### src/rtl/cardinal_pkg.sv
// Shared definitions for the Cardinal fetch/decode front end.
//   - opcode constants (instruction bits [0:5], bit 0 = MSB)
//   - issue class encodings
//   - instruction field positions, expressed on a [31:0] vector
//   - decoded-instruction bundle and the opcode decoder
//   - scoreboard counter width helper
package cardinal_pkg;

  localparam logic [5:0] OP_R_ALU = 6'b101010;
  localparam logic [5:0] OP_LOAD  = 6'b100000;
  localparam logic [5:0] OP_STORE = 6'b100001;
  localparam logic [5:0] OP_BEZ   = 6'b100010;
  localparam logic [5:0] OP_BNEZ  = 6'b100011;
  localparam logic [5:0] OP_NOP   = 6'b111100;

  typedef enum logic [2:0] {
    CLS_NOP    = 3'd0,
    CLS_ALU    = 3'd1,
    CLS_LOAD   = 3'd2,
    CLS_STORE  = 3'd3,
    CLS_BRANCH = 3'd4
  } iss_class_e;

  // Instruction bit k (MSB-first numbering) lives at vector bit 31-k.
  localparam int OP_HI   = 31;
  localparam int OP_LO   = 26;
  localparam int RD_HI   = 25;
  localparam int RD_LO   = 21;
  localparam int RA_HI   = 20;
  localparam int RA_LO   = 16;
  localparam int RB_HI   = 15;
  localparam int RB_LO   = 11;
  localparam int PPP_HI  = 10;
  localparam int PPP_LO  = 8;
  localparam int WW_HI   = 7;
  localparam int WW_LO   = 6;
  localparam int FUNC_HI = 5;
  localparam int FUNC_LO = 0;

  typedef struct packed {
    iss_class_e cls;
    logic       wr;        // writes the register file
    logic       rd_src_a;  // port A reads rD instead of rA
    logic       use_a;
    logic       use_b;
    logic       is_alu;
    logic       is_load;
    logic       is_bez;
    logic       is_bnez;
  } dec_t;

  function automatic dec_t decode_op(input logic [5:0] op);
    dec_t d;
    d = '0;
    case (op)
      OP_R_ALU: begin
        d.cls    = CLS_ALU;
        d.wr     = 1'b1;
        d.use_a  = 1'b1;
        d.use_b  = 1'b1;
        d.is_alu = 1'b1;
      end
      OP_LOAD: begin
        d.cls     = CLS_LOAD;
        d.wr      = 1'b1;
        d.is_load = 1'b1;
      end
      OP_STORE: begin
        d.cls      = CLS_STORE;
        d.use_a    = 1'b1;
        d.rd_src_a = 1'b1;
      end
      OP_BEZ: begin
        d.cls      = CLS_BRANCH;
        d.use_a    = 1'b1;
        d.rd_src_a = 1'b1;
        d.is_bez   = 1'b1;
      end
      OP_BNEZ: begin
        d.cls      = CLS_BRANCH;
        d.use_a    = 1'b1;
        d.rd_src_a = 1'b1;
        d.is_bnez  = 1'b1;
      end
      default: ;  // OP_NOP and every unknown opcode
    endcase
    return d;
  endfunction

  // Counter must hold the larger latency; never narrower than one bit.
  function automatic int cw_of(input int ld_lat, input int alu_lat);
    int m;
    m = (ld_lat > alu_lat) ? ld_lat : alu_lat;
    return (m < 1) ? 1 : $clog2(m + 1);
  endfunction

endpackage

### src/rtl/cardinal_scoreboard.sv
// Per-register pending-write tracker.
//   Clock, reset          clock / synchronous active-high reset
//   hold                  freeze all state (EX back-pressure)
//   iss_en, iss_ld, iss_rd   a writer issues this cycle; iss_ld selects load latency
//   src_a/src_b, *_en     source registers queried by the instruction in ID
//   fwd_ok                consumer may take ALU results from the forwarding path
//   busy                  at least one enabled source is still pending
module cardinal_scoreboard #(
  parameter int NREG    = 32,
  parameter int CW      = 2,
  parameter int LD_LAT  = 2,
  parameter int ALU_LAT = 1
) (
  input  logic       Clock,
  input  logic       reset,
  input  logic       hold,
  input  logic       iss_en,
  input  logic       iss_ld,
  input  logic [4:0] iss_rd,
  input  logic [4:0] src_a,
  input  logic       src_a_en,
  input  logic [4:0] src_b,
  input  logic       src_b_en,
  input  logic       fwd_ok,
  output logic       busy
);

  logic [CW-1:0] pend_cnt_q [NREG];
  logic [CW-1:0] pend_cnt_d [NREG];
  logic          pend_ld_q  [NREG];
  logic          pend_ld_d  [NREG];

  logic a_busy, b_busy;

  always_comb begin
    for (int r = 0; r < NREG; r++) begin
      pend_cnt_d[r] = pend_cnt_q[r];
      pend_ld_d[r]  = pend_ld_q[r];
    end
    if (!hold) begin
      for (int r = 0; r < NREG; r++) begin
        if (pend_cnt_q[r] != '0) pend_cnt_d[r] = pend_cnt_q[r] - 1'b1;
      end
      // A fresh issue overrides the decrement on the same register.
      if (iss_en) begin
        pend_cnt_d[iss_rd] = iss_ld ? CW'(LD_LAT) : CW'(ALU_LAT);
        pend_ld_d[iss_rd]  = iss_ld;
      end
    end
  end

  always_ff @(posedge Clock) begin
    if (reset) begin
      for (int r = 0; r < NREG; r++) begin
        pend_cnt_q[r] <= '0;
        pend_ld_q[r]  <= 1'b0;
      end
    end else begin
      for (int r = 0; r < NREG; r++) begin
        pend_cnt_q[r] <= pend_cnt_d[r];
        pend_ld_q[r]  <= pend_ld_d[r];
      end
    end
  end

  // ALU-produced values are forwardable to ALU consumers; load results are not.
  always_comb begin
    a_busy = src_a_en && (pend_cnt_q[src_a] != '0) && !(fwd_ok && !pend_ld_q[src_a]);
    b_busy = src_b_en && (pend_cnt_q[src_b] != '0) && !(fwd_ok && !pend_ld_q[src_b]);
    busy   = a_busy || b_busy;
  end

endmodule

### src/rtl/cardinal_pipe_frontend.sv
// Cardinal vector core fetch/decode front end.
// Holds the PC and IF/ID register, decodes the instruction in ID, resolves
// BEZ/BNEZ in ID, stalls on scoreboard hazards and registers the ID/EX bundle.
//   Clock, reset          clock / synchronous active-high reset
//   Instruction, Instr_Addr   instruction memory interface (same-cycle data)
//   rf_ra_addr, rf_rb_addr, rf_ra_data   register file read ports
//   ex_busy               multi-cycle EX operation freezes the whole front end
//   iss_*                 registered ID/EX issue bundle
//   stall, flush          combinational ID status
module cardinal_pipe_frontend
  import cardinal_pkg::*;
#(
  parameter int ADDR_W  = 8,
  parameter int NREG    = 32,
  parameter int DATA_W  = 64,
  parameter int LD_LAT  = 2,
  parameter int ALU_LAT = 1,
  parameter int FWD_EN  = 1
) (
  input  logic              Clock,
  input  logic              reset,
  input  logic [31:0]       Instruction,
  output logic [ADDR_W-1:0] Instr_Addr,
  output logic [4:0]        rf_ra_addr,
  output logic [4:0]        rf_rb_addr,
  input  logic [DATA_W-1:0] rf_ra_data,
  input  logic              ex_busy,
  output logic              iss_valid,
  output logic [2:0]        iss_class,
  output logic [4:0]        iss_rd,
  output logic [2:0]        iss_ppp,
  output logic [1:0]        iss_ww,
  output logic [5:0]        iss_func,
  output logic [ADDR_W-1:0] iss_imm,
  output logic              iss_wr,
  output logic              stall,
  output logic              flush
);

  localparam int CW = cw_of(LD_LAT, ALU_LAT);

  logic [ADDR_W-1:0] pc_q, pc_d;
  logic [31:0]       ir_q, ir_d;
  logic              id_valid_q, id_valid_d;

  logic              iss_valid_q, iss_valid_d;
  logic [2:0]        iss_class_q, iss_class_d;
  logic [4:0]        iss_rd_q, iss_rd_d;
  logic [2:0]        iss_ppp_q, iss_ppp_d;
  logic [1:0]        iss_ww_q, iss_ww_d;
  logic [5:0]        iss_func_q, iss_func_d;
  logic [ADDR_W-1:0] iss_imm_q, iss_imm_d;
  logic              iss_wr_q, iss_wr_d;

  dec_t              dec;
  logic [4:0]        fld_rd, fld_ra, fld_rb;
  logic [ADDR_W-1:0] target;
  logic              taken, sb_busy, issue_wr, advance;

  always_comb begin
    dec    = decode_op(ir_q[OP_HI:OP_LO]);
    fld_rd = ir_q[RD_HI:RD_LO];
    fld_ra = ir_q[RA_HI:RA_LO];
    fld_rb = ir_q[RB_HI:RB_LO];
    target = ir_q[ADDR_W-1:0];
  end

  assign rf_ra_addr = dec.rd_src_a ? fld_rd : fld_ra;
  assign rf_rb_addr = fld_rb;

  cardinal_scoreboard #(
    .NREG    (NREG),
    .CW      (CW),
    .LD_LAT  (LD_LAT),
    .ALU_LAT (ALU_LAT)
  ) u_scoreboard (
    .Clock    (Clock),
    .reset    (reset),
    .hold     (ex_busy),
    .iss_en   (issue_wr),
    .iss_ld   (dec.is_load),
    .iss_rd   (fld_rd),
    .src_a    (rf_ra_addr),
    .src_a_en (id_valid_q && dec.use_a),
    .src_b    (fld_rb),
    .src_b_en (id_valid_q && dec.use_b),
    .fwd_ok   ((FWD_EN != 0) && dec.is_alu),
    .busy     (sb_busy)
  );

  always_comb begin
    taken    = (dec.is_bez  && (rf_ra_data == '0)) ||
               (dec.is_bnez && (rf_ra_data != '0));
    stall    = id_valid_q && !ex_busy && sb_busy;
    // advance: the ID instruction (or empty slot) moves into ID/EX this edge
    advance  = !ex_busy && !stall;
    flush    = id_valid_q && advance && taken;
    issue_wr = id_valid_q && advance && dec.wr;
  end

  always_comb begin
    pc_d        = pc_q;
    ir_d        = ir_q;
    id_valid_d  = id_valid_q;
    iss_valid_d = iss_valid_q;
    iss_class_d = iss_class_q;
    iss_rd_d    = iss_rd_q;
    iss_ppp_d   = iss_ppp_q;
    iss_ww_d    = iss_ww_q;
    iss_func_d  = iss_func_q;
    iss_imm_d   = iss_imm_q;
    iss_wr_d    = iss_wr_q;
    if (!ex_busy) begin
      if (stall) begin
        // PC and IF/ID hold; EX receives a bubble.
        iss_valid_d = 1'b0;
        iss_class_d = CLS_NOP;
        iss_rd_d    = '0;
        iss_ppp_d   = '0;
        iss_ww_d    = '0;
        iss_func_d  = '0;
        iss_imm_d   = '0;
        iss_wr_d    = 1'b0;
      end else begin
        iss_valid_d = id_valid_q;
        iss_class_d = id_valid_q ? dec.cls : CLS_NOP;
        iss_rd_d    = id_valid_q ? fld_rd : '0;
        iss_ppp_d   = id_valid_q ? ir_q[PPP_HI:PPP_LO] : '0;
        iss_ww_d    = id_valid_q ? ir_q[WW_HI:WW_LO] : '0;
        iss_func_d  = id_valid_q ? ir_q[FUNC_HI:FUNC_LO] : '0;
        iss_imm_d   = id_valid_q ? target : '0;
        iss_wr_d    = id_valid_q && dec.wr;
        ir_d        = Instruction;
        if (flush) begin
          // The word fetched this cycle is the fall-through path: drop it.
          pc_d       = target;
          id_valid_d = 1'b0;
        end else begin
          pc_d       = pc_q + 1'b1;
          id_valid_d = 1'b1;
        end
      end
    end
  end

  always_ff @(posedge Clock) begin
    if (reset) begin
      pc_q        <= '0;
      ir_q        <= '0;
      id_valid_q  <= 1'b0;
      iss_valid_q <= 1'b0;
      iss_class_q <= '0;
      iss_rd_q    <= '0;
      iss_ppp_q   <= '0;
      iss_ww_q    <= '0;
      iss_func_q  <= '0;
      iss_imm_q   <= '0;
      iss_wr_q    <= 1'b0;
    end else begin
      pc_q        <= pc_d;
      ir_q        <= ir_d;
      id_valid_q  <= id_valid_d;
      iss_valid_q <= iss_valid_d;
      iss_class_q <= iss_class_d;
      iss_rd_q    <= iss_rd_d;
      iss_ppp_q   <= iss_ppp_d;
      iss_ww_q    <= iss_ww_d;
      iss_func_q  <= iss_func_d;
      iss_imm_q   <= iss_imm_d;
      iss_wr_q    <= iss_wr_d;
    end
  end

  assign Instr_Addr = pc_q;
  assign iss_valid  = iss_valid_q;
  assign iss_class  = iss_class_q;
  assign iss_rd     = iss_rd_q;
  assign iss_ppp    = iss_ppp_q;
  assign iss_ww     = iss_ww_q;
  assign iss_func   = iss_func_q;
  assign iss_imm    = iss_imm_q;
  assign iss_wr     = iss_wr_q;

endmodule

### config.mk
export PLATFORM = sky130hd
export DESIGN_NAME = cardinal_pipe_frontend
export DESIGN_NICKNAME = d
export VERILOG_FILES = /design/src/rtl/cardinal_pkg.sv /design/src/rtl/cardinal_scoreboard.sv /design/src/rtl/cardinal_pipe_frontend.sv
export SDC_FILE = /design/constraint.sdc
export NUM_CORES = 1
export LEC_CHECK = 0
export BUFFER_PORTS_ARGS = -buffer_cell sky130_fd_sc_hd__buf_2
export CORE_UTILIZATION = 35
export CTS_CLUSTER_DIAMETER = 120
export CTS_CLUSTER_SIZE = 24
export DETAILED_ROUTE_END_ITERATION = 8
export PLACE_DENSITY = 0.63
export SYNTH_ARGS = -nofsm -noshare
export SYNTH_HDL_FRONTEND = slang
export SYNTH_SLANG_ARGS = --single-unit
### constraint.sdc
create_clock -name Clock -period 6.9 [get_ports Clock]
set_clock_uncertainty 0.2 [all_clocks]
set_input_delay 0.345 -clock Clock [delete_from_list [all_inputs] [get_ports Clock]]
set_output_delay 0.345 -clock Clock [all_outputs]
set_load 0.05 [all_outputs]
Yosys cells after proc, flatten, opt, wreduce, memory -nomap -nowiden

Memories as Yosys holds them, arrays and structs flattened. A register that Yosys moved wholly into a read port is not among the register bits.
Index checks and enable logic that the tools add are counted.
W data, S select, Z words.

Input bits: 99
Register bits: 70
Memory bits (writable): 96
Memories: 2
Logic and storage cells: 358

Memories:

| memory                  | depth | bits a word | read ports | clocked after memory_dff | wr ports | RTL line                  | RTL |
|---|---|---|---|---|---|---|---|
| u_scoreboard.pend_cnt_q | 32    | 2           | 34         | 1                        | 32       | cardinal_scoreboard.sv:28 | `logic [CW-1:0] pend_cnt_q [NREG];` |
| u_scoreboard.pend_ld_q  | 32    | 1           | 34         | 1                        | 32       | cardinal_scoreboard.sv:30 | `logic pend_ld_q [NREG];` |

Add/sub/neg operators: 33
$lt $le $gt $ge: 2
Reduce and logical (&&, ||, !) cells: 67
Mux-type cells: 171
Bitwise gates (word level): 67
Equal/unequal tests: 5

Operator list:

| cell                  | count |
|---|---|
| $mux W2               | 101 |
| $mux W64              | 2 |
| $reduce_bool A2 Y1    | 34 |
| $bwmux W64            | 1 |
| $logic_not A64 Y1     | 1 |
| $mux W32              | 2 |
| $or A1 B1 Y1          | 64 |
| $reduce_bool A64 Y1   | 1 |
| $sub A2 B1 Y2 const B | 32 |
| $mux W1               | 45 |
| $mux W5               | 7 |
| $bwmux W32            | 1 |
| $eq A6 B6 Y1 const B  | 5 |
| $mux W8               | 3 |
| $logic_and A1 B1 Y1   | 18 |
| $mux W3               | 4 |
| $mux W6               | 2 |
| $pmux W3 S4           | 1 |
| $demux W2 S5          | 1 |
| $add A8 B1 Y8 const B | 1 |
| $ge A6 B6 Y1 const B  | 1 |
| $logic_not A1 Y1      | 6 |
| $lt A6 B1 Y1 const B  | 1 |
| $not A5 Y6            | 1 |
| other kinds (7)       | 10 |

Longest topological paths before layout

An unclocked memory read counts as a cell.

Depth in word-level cells: 18
Gate-level depth with buffers: 17

By module

Synthesis repeated with hierarchy kept, for this count alone.

Cells, all modules: 990
Area total of the unflattened synthesis: 8222.9 um^2

Modules (own cells, without submodules):

| module                 | instances | seq. area each (um^2) | cells each | area an instance (um^2) |
|---|---|---|---|---|
| cardinal_scoreboard    | 1         | 1921.8                | 652        | 5527.8 |
| cardinal_pipe_frontend | 1         | 1241.2                | 338        | 2695.1 |

Worst setup path after synthesis

No wires, ideal clock.

Path kind: reg2out
Start point: register ir_q[28]
End point: output port flush
Slack: 2405 ps
Data required time: 6355 ps
Arrival: 3950 ps
Cell stages (with the launch flop): 14
Path buffers: 3
Cells stage by stage: dfxtp_1 > or4b_1 > buf_2 > nor3_2 > a21oi_1 > inv_1 > mux2_2 > o32ai_1 > o211ai_1 > nand2_2 > buf_4 > buf_6 > nand2_1 > nor3_1

Word-level cells in the longest chain between the ends: 15

RTL lines:

| what                                  | RTL line                      | RTL |
|---|---|---|
| from (decl)                           | cardinal_pipe_frontend.sv:43  | `logic [31:0] ir_q, ir_d;` |
| from (signal assigned)                | cardinal_pipe_frontend.sv:161 | `ir_q <= ir_d;` |
| $eq A6 B6 Y1                          | cardinal_pkg.sv:55            | `case (op)` |
| $reduce_or A3 Y1 (no source line) (*) | n/a                           |  |
| $mux W1 (*)                           | cardinal_pkg.sv:55            |  |
| $mux W5 (*)                           | cardinal_pipe_frontend.sv:68  | `assign rf_ra_addr = dec.rd_src_a ? fld_rd : fld_ra;` |
| via rf_ra_addr[0]                     | cardinal_pipe_frontend.sv:24  | `output logic [4:0] rf_ra_addr,` |
| $mem_v2 Z32 W1                        | n/a                           |  |
| $logic_not A1 Y1                      | cardinal_scoreboard.sv:68     | `a_busy = src_a_en && (pend_cnt_q[src_a] != '0) && !(fwd_ok && !pend_ld_q[src_a]);` |
| $logic_and A1 B1 Y1                   | cardinal_scoreboard.sv:68     |  |
| $logic_not A1 Y1                      | cardinal_scoreboard.sv:68     |  |
| $logic_and A1 B1 Y1 (*)               | cardinal_scoreboard.sv:68     |  |
| $logic_or A1 B1 Y1 (*)                | cardinal_scoreboard.sv:70     | `busy = a_busy \|\| b_busy;` |
| $logic_and A1 B1 Y1 (*)               | cardinal_pipe_frontend.sv:94  | `stall = id_valid_q && !ex_busy && sb_busy;` |
| $logic_not A1 Y1 (*)                  | cardinal_pipe_frontend.sv:96  | `advance = !ex_busy && !stall;` |
| $logic_and A1 B1 Y1 (*)               | cardinal_pipe_frontend.sv:96  |  |
| $logic_and A1 B1 Y1 (*) (2 in a row)  | cardinal_pipe_frontend.sv:97  | `flush = id_valid_q && advance && taken;` |
| to (decl)                             | cardinal_pipe_frontend.sv:37  | `output logic flush` |

Mark *: on every way through the listed nets, which the timed path passes. The rest lies on a longest branch.

Worst setup path after layout

Start point: register ir_q[28]
End point: output port flush

Word-level cells in the longest chain between the ends: 15

RTL lines:

| what                              | RTL line |
|---|---|
| $eq A6 B6 Y1                      | cardinal_pkg.sv:55 |
| $reduce_or A3 Y1 (no source line) | n/a |
| $mux W1                           | cardinal_pkg.sv:55 |
| $mux W5                           | cardinal_pipe_frontend.sv:68 |
| $mem_v2 Z32 W1                    | n/a |
| $logic_not A1 Y1                  | cardinal_scoreboard.sv:68 |
| $logic_and A1 B1 Y1               | cardinal_scoreboard.sv:68 |
| $logic_not A1 Y1                  | cardinal_scoreboard.sv:68 |
| $logic_and A1 B1 Y1               | cardinal_scoreboard.sv:68 |
| $logic_or A1 B1 Y1                | cardinal_scoreboard.sv:70 |
| $logic_and A1 B1 Y1               | cardinal_pipe_frontend.sv:94 |
| $logic_not A1 Y1                  | cardinal_pipe_frontend.sv:96 |
| $logic_and A1 B1 Y1               | cardinal_pipe_frontend.sv:96 |
| $logic_and A1 B1 Y1               | cardinal_pipe_frontend.sv:97 |
| $logic_and A1 B1 Y1 (*)           | cardinal_pipe_frontend.sv:97 |

Every way passes the cells marked *; elsewhere a longest branch is shown, timed or not.

==> impl_metrics.prom <==
# TYPE chip_impl_metric gauge
chip_impl_metric{name="drt_iter0_markers",unit=""} 1449
chip_impl_metric{name="fin_tns_setup",unit="ns"} 0
chip_impl_metric{name="clock_power_share",unit=""} 0.440
chip_impl_metric{name="antenna_cells",unit=""} 0
chip_impl_metric{name="synth-adder-area-share",unit=""} 0.00132
chip_impl_metric{name="syn_area_per_cell",unit="um2"} 8.08
chip_impl_metric{name="placement.cell_area",unit="um2"} 10300
chip_impl_metric{name="cp_data_required_time",unit="ns"} 6.36
chip_impl_metric{name="syn_area",unit="um2"} 9460
chip_impl_metric{name="clk_transition_reported_paths",unit="ns"} 0.08
chip_impl_metric{name="synth_simple_gate_area_frac",unit=""} 0.226
chip_impl_metric{name="ios",unit=""} 148
chip_impl_metric{name="floorplan.die_area",unit="um2"} 27700
chip_impl_metric{name="fin_nets",unit=""} 1376
chip_impl_metric{name="post-route-cell-area",unit="um2"} 11200
chip_impl_metric{name="min_period_over_period",unit=""} 0.817
chip_impl_metric{name="detailedRoute.firstPassIterationCount",unit=""} 8
chip_impl_metric{name="wire_length_of_the_first_global_routing_pass",unit="mm"} 57.4
chip_impl_metric{name="detail_route.drc_violations",unit=""} 4
chip_impl_metric{name="hold-path-cell-count",unit=""} 2
chip_impl_metric{name="synth.yosys.warnings",unit=""} 0
chip_impl_info{name="count_leader_synth",value="sky130_fd_sc_hd__dfxtp_1"} 1
chip_impl_info{name="synthDominantAreaCellType",value="sky130_fd_sc_hd__dfxtp_1"} 1
chip_impl_metric{name="clock_latency_reported_for_the_late_side_of_the_worst_skew_pair",unit="ns"} 0.45
chip_impl_metric{name="chipHeight",unit="um"} 166
chip_impl_info{name="cts_root_buffer",value="sky130_fd_sc_hd__clkbuf_16"} 1
chip_impl_metric{name="synth_seq_area_share",unit=""} 0.345
chip_impl_info{name="setup.worst_path.end_class",value="output pin"} 1
chip_impl_metric{name="grt_antenna_before_repair",unit=""} 0
chip_impl_metric{name="gpl.final_weighted_congestion",unit=""} 1.03
chip_impl_metric{name="final_antenna_net_count",unit=""} 0
chip_impl_metric{name="proportion_of_layout_cells_with_a_drive_suffix_above_1",unit=""} 0.188
chip_impl_metric{name="initial_utilization",unit=""} 0.360
chip_impl_metric{name="drt-total-wl",unit="mm"} 37.6
chip_impl_metric{name="detail_route.wl_per_cell",unit="um"} 23.2
chip_impl_metric{name="cts.sinks",unit=""} 163
chip_impl_metric{name="synth_xor_xnor_area_share",unit=""} 0.000926
chip_impl_metric{name="synth_seq_cells",unit=""} 163
chip_impl_metric{name="net_switching_power",unit="uW"} 708
chip_impl_metric{name="numPortBuffers",unit=""} 147
chip_impl_info{name="synth_top_family_by_area",value="compound AO/OA/AOI/OAI gates"} 1
chip_impl_info{name="synth_top_flop_cell",value="sky130_fd_sc_hd__dfxtp_1"} 1
chip_impl_metric{name="finalMaxSlewViolations",unit=""} 0
chip_impl_info{name="yosys-top-cells-area",value="sky130_fd_sc_hd__dfxtp_1, sky130_fd_sc_hd__mux2i_1, sky130_fd_sc_hd__nor2_1"} 1
chip_impl_metric{name="synth_top_area_share",unit=""} 0.345
chip_impl_info{name="worstSetupStartpointType",value="register"} 1
chip_impl_info{name="hold_path.startpoint",value="reset"} 1
chip_impl_metric{name="ff2ff_path_depth",unit=""} 10
chip_impl_metric{name="grt_max_degree",unit=""} 80
chip_impl_info{name="path_class",value="register to output pin"} 1
chip_impl_metric{name="cts_repair_resizes",unit=""} 0
chip_impl_metric{name="worst-path-max-fanout",unit=""} 28
chip_impl_metric{name="comb_power_share",unit=""} 0.134
chip_impl_metric{name="syn-num-nets",unit=""} 1271
chip_impl_info{name="worstHoldPathType",value="input port to register"} 1
chip_impl_metric{name="fmax",unit="MHz"} 177
chip_impl_metric{name="setup_viol",unit=""} 0
chip_impl_metric{name="worstPathArrival",unit="ns"} 5.10
chip_impl_metric{name="post_synth_arst_share",unit=""} 0
chip_impl_metric{name="max_cap_viol_count",unit=""} 0
chip_impl_metric{name="worst_slew_pin_slew",unit="ns"} 1.33
chip_impl_metric{name="synth_enable_flop_cells",unit=""} 0
chip_impl_metric{name="hold_viol",unit=""} 0
chip_impl_metric{name="power_density",unit="nW/um2"} 209
chip_impl_metric{name="die_width",unit="um"} 166
chip_impl_metric{name="power.share.switching",unit=""} 0.303
chip_impl_metric{name="cts.path.max_buffers",unit=""} 2
chip_impl_metric{name="viasPerCell",unit=""} 6.31
chip_impl_info{name="r2r_start",value="ir_q[28]"} 1
chip_impl_metric{name="via_count_of_the_first_global_routing_pass",unit=""} 9499
chip_impl_metric{name="design.core.area",unit="um2"} 26300
chip_impl_metric{name="p_total",unit="mW"} 2.34
chip_impl_info{name="crit_path_start",value="ir_q[28]"} 1
chip_impl_info{name="clock_tree_from_tritoncts",value="yes"} 1
chip_impl_info{name="failed_checks",value="design-rule violations"} 1
chip_impl_metric{name="finalCriticalPeriod",unit="ns"} 5.64
chip_impl_metric{name="flow.area_growth_from_synthesis",unit="%"} 18.4
chip_impl_metric{name="grt.total_usage",unit=""} 0.268
chip_impl_info{name="outcome",value="finished with violations"} 1
chip_impl_metric{name="grt.overflow.total",unit=""} 0
chip_impl_info{name="setup_repair_after_global_routing_missed_its_margin",value="no"} 1
chip_impl_metric{name="cellInternalPower",unit="mW"} 1.63
chip_impl_metric{name="place_hpwl",unit="mm"} 26.0
chip_impl_metric{name="power.leakage",unit="nW"} 4.11
chip_impl_info{name="synth_common_cells",value="sky130_fd_sc_hd__dfxtp_1, sky130_fd_sc_hd__nor2_1, sky130_fd_sc_hd__clkbuf_1"} 1
chip_impl_metric{name="cts-htree-levels",unit=""} 4
chip_impl_metric{name="floorplan.rows",unit=""} 59
chip_impl_metric{name="number_of_buffers_inserted_during_clock_tree_synthesis",unit=""} 17
chip_impl_metric{name="reg2reg_setup_slack",unit="ns"} 1.66
chip_impl_metric{name="pwr-share-seq",unit=""} 0.426
chip_impl_metric{name="maxSlewHeadroom",unit=""} 0.110
chip_impl_metric{name="worst_ir_drop_vdd",unit="mV"} 0.183
chip_impl_metric{name="synth_compound_gate_area_share",unit=""} 0.271
chip_impl_metric{name="synthMuxAreaShare",unit=""} 0.0805
chip_impl_metric{name="total_number_of_vias",unit=""} 10200
chip_impl_metric{name="syn-instance-count",unit=""} 1171
chip_impl_metric{name="synth_cell_type_count",unit=""} 83
[cells by family after synthesis]
kind of cell | after synthesis
mux | 69
xor+xnor | 1
simple gates | 413
flops | 163
buf+inv | 161
compound gates | 363
fa+ha+maj | 1
[metal layers]
metal | vias to the layer above | part of all wire | track usage
li1 | 4647 | - | -
met4 | 0 | 0.035 | 0.0938
met5 | - | 0 | 0
met2 | 577 | 0.44 | 0.406
met1 | 4927 | 0.42 | 0.375
met3 | 97 | 0.10 | 0.0547
[worst paths after layout]
| check | endpoint |
|---|---|
| worst max-delay path | flush |
| worst min-delay path | u_scoreboard.pend_ld_q[2] |
| worst max register to register | u_scoreboard.pend_cnt_q[14][0] |
| worst min register to register | iss_class[0] |
[repair_timing]
action | 4_1_cts | 5_1_grt
buffers inserted | 0 | 0
hold endpoints to repair | 37 | 0
hold buffers | 32 | 0
[sequential cells by signal (all words and copies together), names as in the netlist, 2 cells and up, named ones only]
name / cells
ir_q: 32
iss_ppp: 3
u_scoreboard.pend_ld_q: 32
iss_class: 3
u_scoreboard.pend_cnt_q: 64
iss_func: 5
iss_rd: 5
Instr_Addr: 8
iss_ww: 2
[power by group through the flow]
stage               clock [mW]  combinational, mW  sequential, mW
CTS                       1.05              0.307           0.994
global route              1.09              0.331           0.998
finish                    1.03              0.313           0.995
detailed placement           0              0.291            1.02
global placement             0              0.290            1.01
floorplan                    0              0.193            1.01
[cell type report]
| type | count | area, um2 |
|---|---|---|
| flip-flops and latches | 163 | 3260 |
| clock buffers | 17 | 425 |
| fillers | 2661 | 15100 |
| multi-input cells | 847 | 5490 |
| repair buffers | 201 | 1220 |
| inverters | 46 | 173 |
| well taps | 335 | 419 |
| clock inverters | 15 | 205 |
[worst max-delay path, stage by stage, from the launching register on]
cell	delay [ns]
sky130_fd_sc_hd__dfxtp_1	0.36
sky130_fd_sc_hd__or4b_1	0.86
sky130_fd_sc_hd__nor2_1	0.73
sky130_fd_sc_hd__o21ai_2	0.27
sky130_fd_sc_hd__or4_1	0.47
sky130_fd_sc_hd__a41oi_2	0.22
sky130_fd_sc_hd__a311oi_2	0.08
sky130_fd_sc_hd__nand2_2	0.42
sky130_fd_sc_hd__buf_4	0.41
sky130_fd_sc_hd__nand2_1	0.24
sky130_fd_sc_hd__nor3_1	0.24
sky130_fd_sc_hd__buf_2	0.31
[stage by stage]
step / instances / hold slack [ns] / utilization / setup WS (ns)
finish: 1624 / 0.213 / 0.426 / 1.26
global route: 1624 / 0.247 / 0.426 / 1.07
CTS: 1624 / 0.201 / 0.426 / 1.37
detailed placement: 1560 / 0.259 / 0.390 / 1.80
global placement: 1560 / 0.250 / 0.390 / 1.92
floorplan: 1171 / 0.238 / - / 2.41
[cell usage in the layout (no fill, tap or decap), types with 32 or more instances in the layout]
cell type,count
sky130_fd_sc_hd__nor2_1,117
sky130_fd_sc_hd__a21oi_1,70
sky130_fd_sc_hd__inv_1,43
sky130_fd_sc_hd__dfxtp_1,163
sky130_fd_sc_hd__nand3_1,35
sky130_fd_sc_hd__buf_2,146
sky130_fd_sc_hd__nand2_1,70
sky130_fd_sc_hd__nor4_1,32
sky130_fd_sc_hd__mux2i_1,57
sky130_fd_sc_hd__o21ai_0,62
sky130_fd_sc_hd__o211ai_1,38
sky130_fd_sc_hd__dlygate4sd3_1,32
Power figures use the tool's default switching activity.
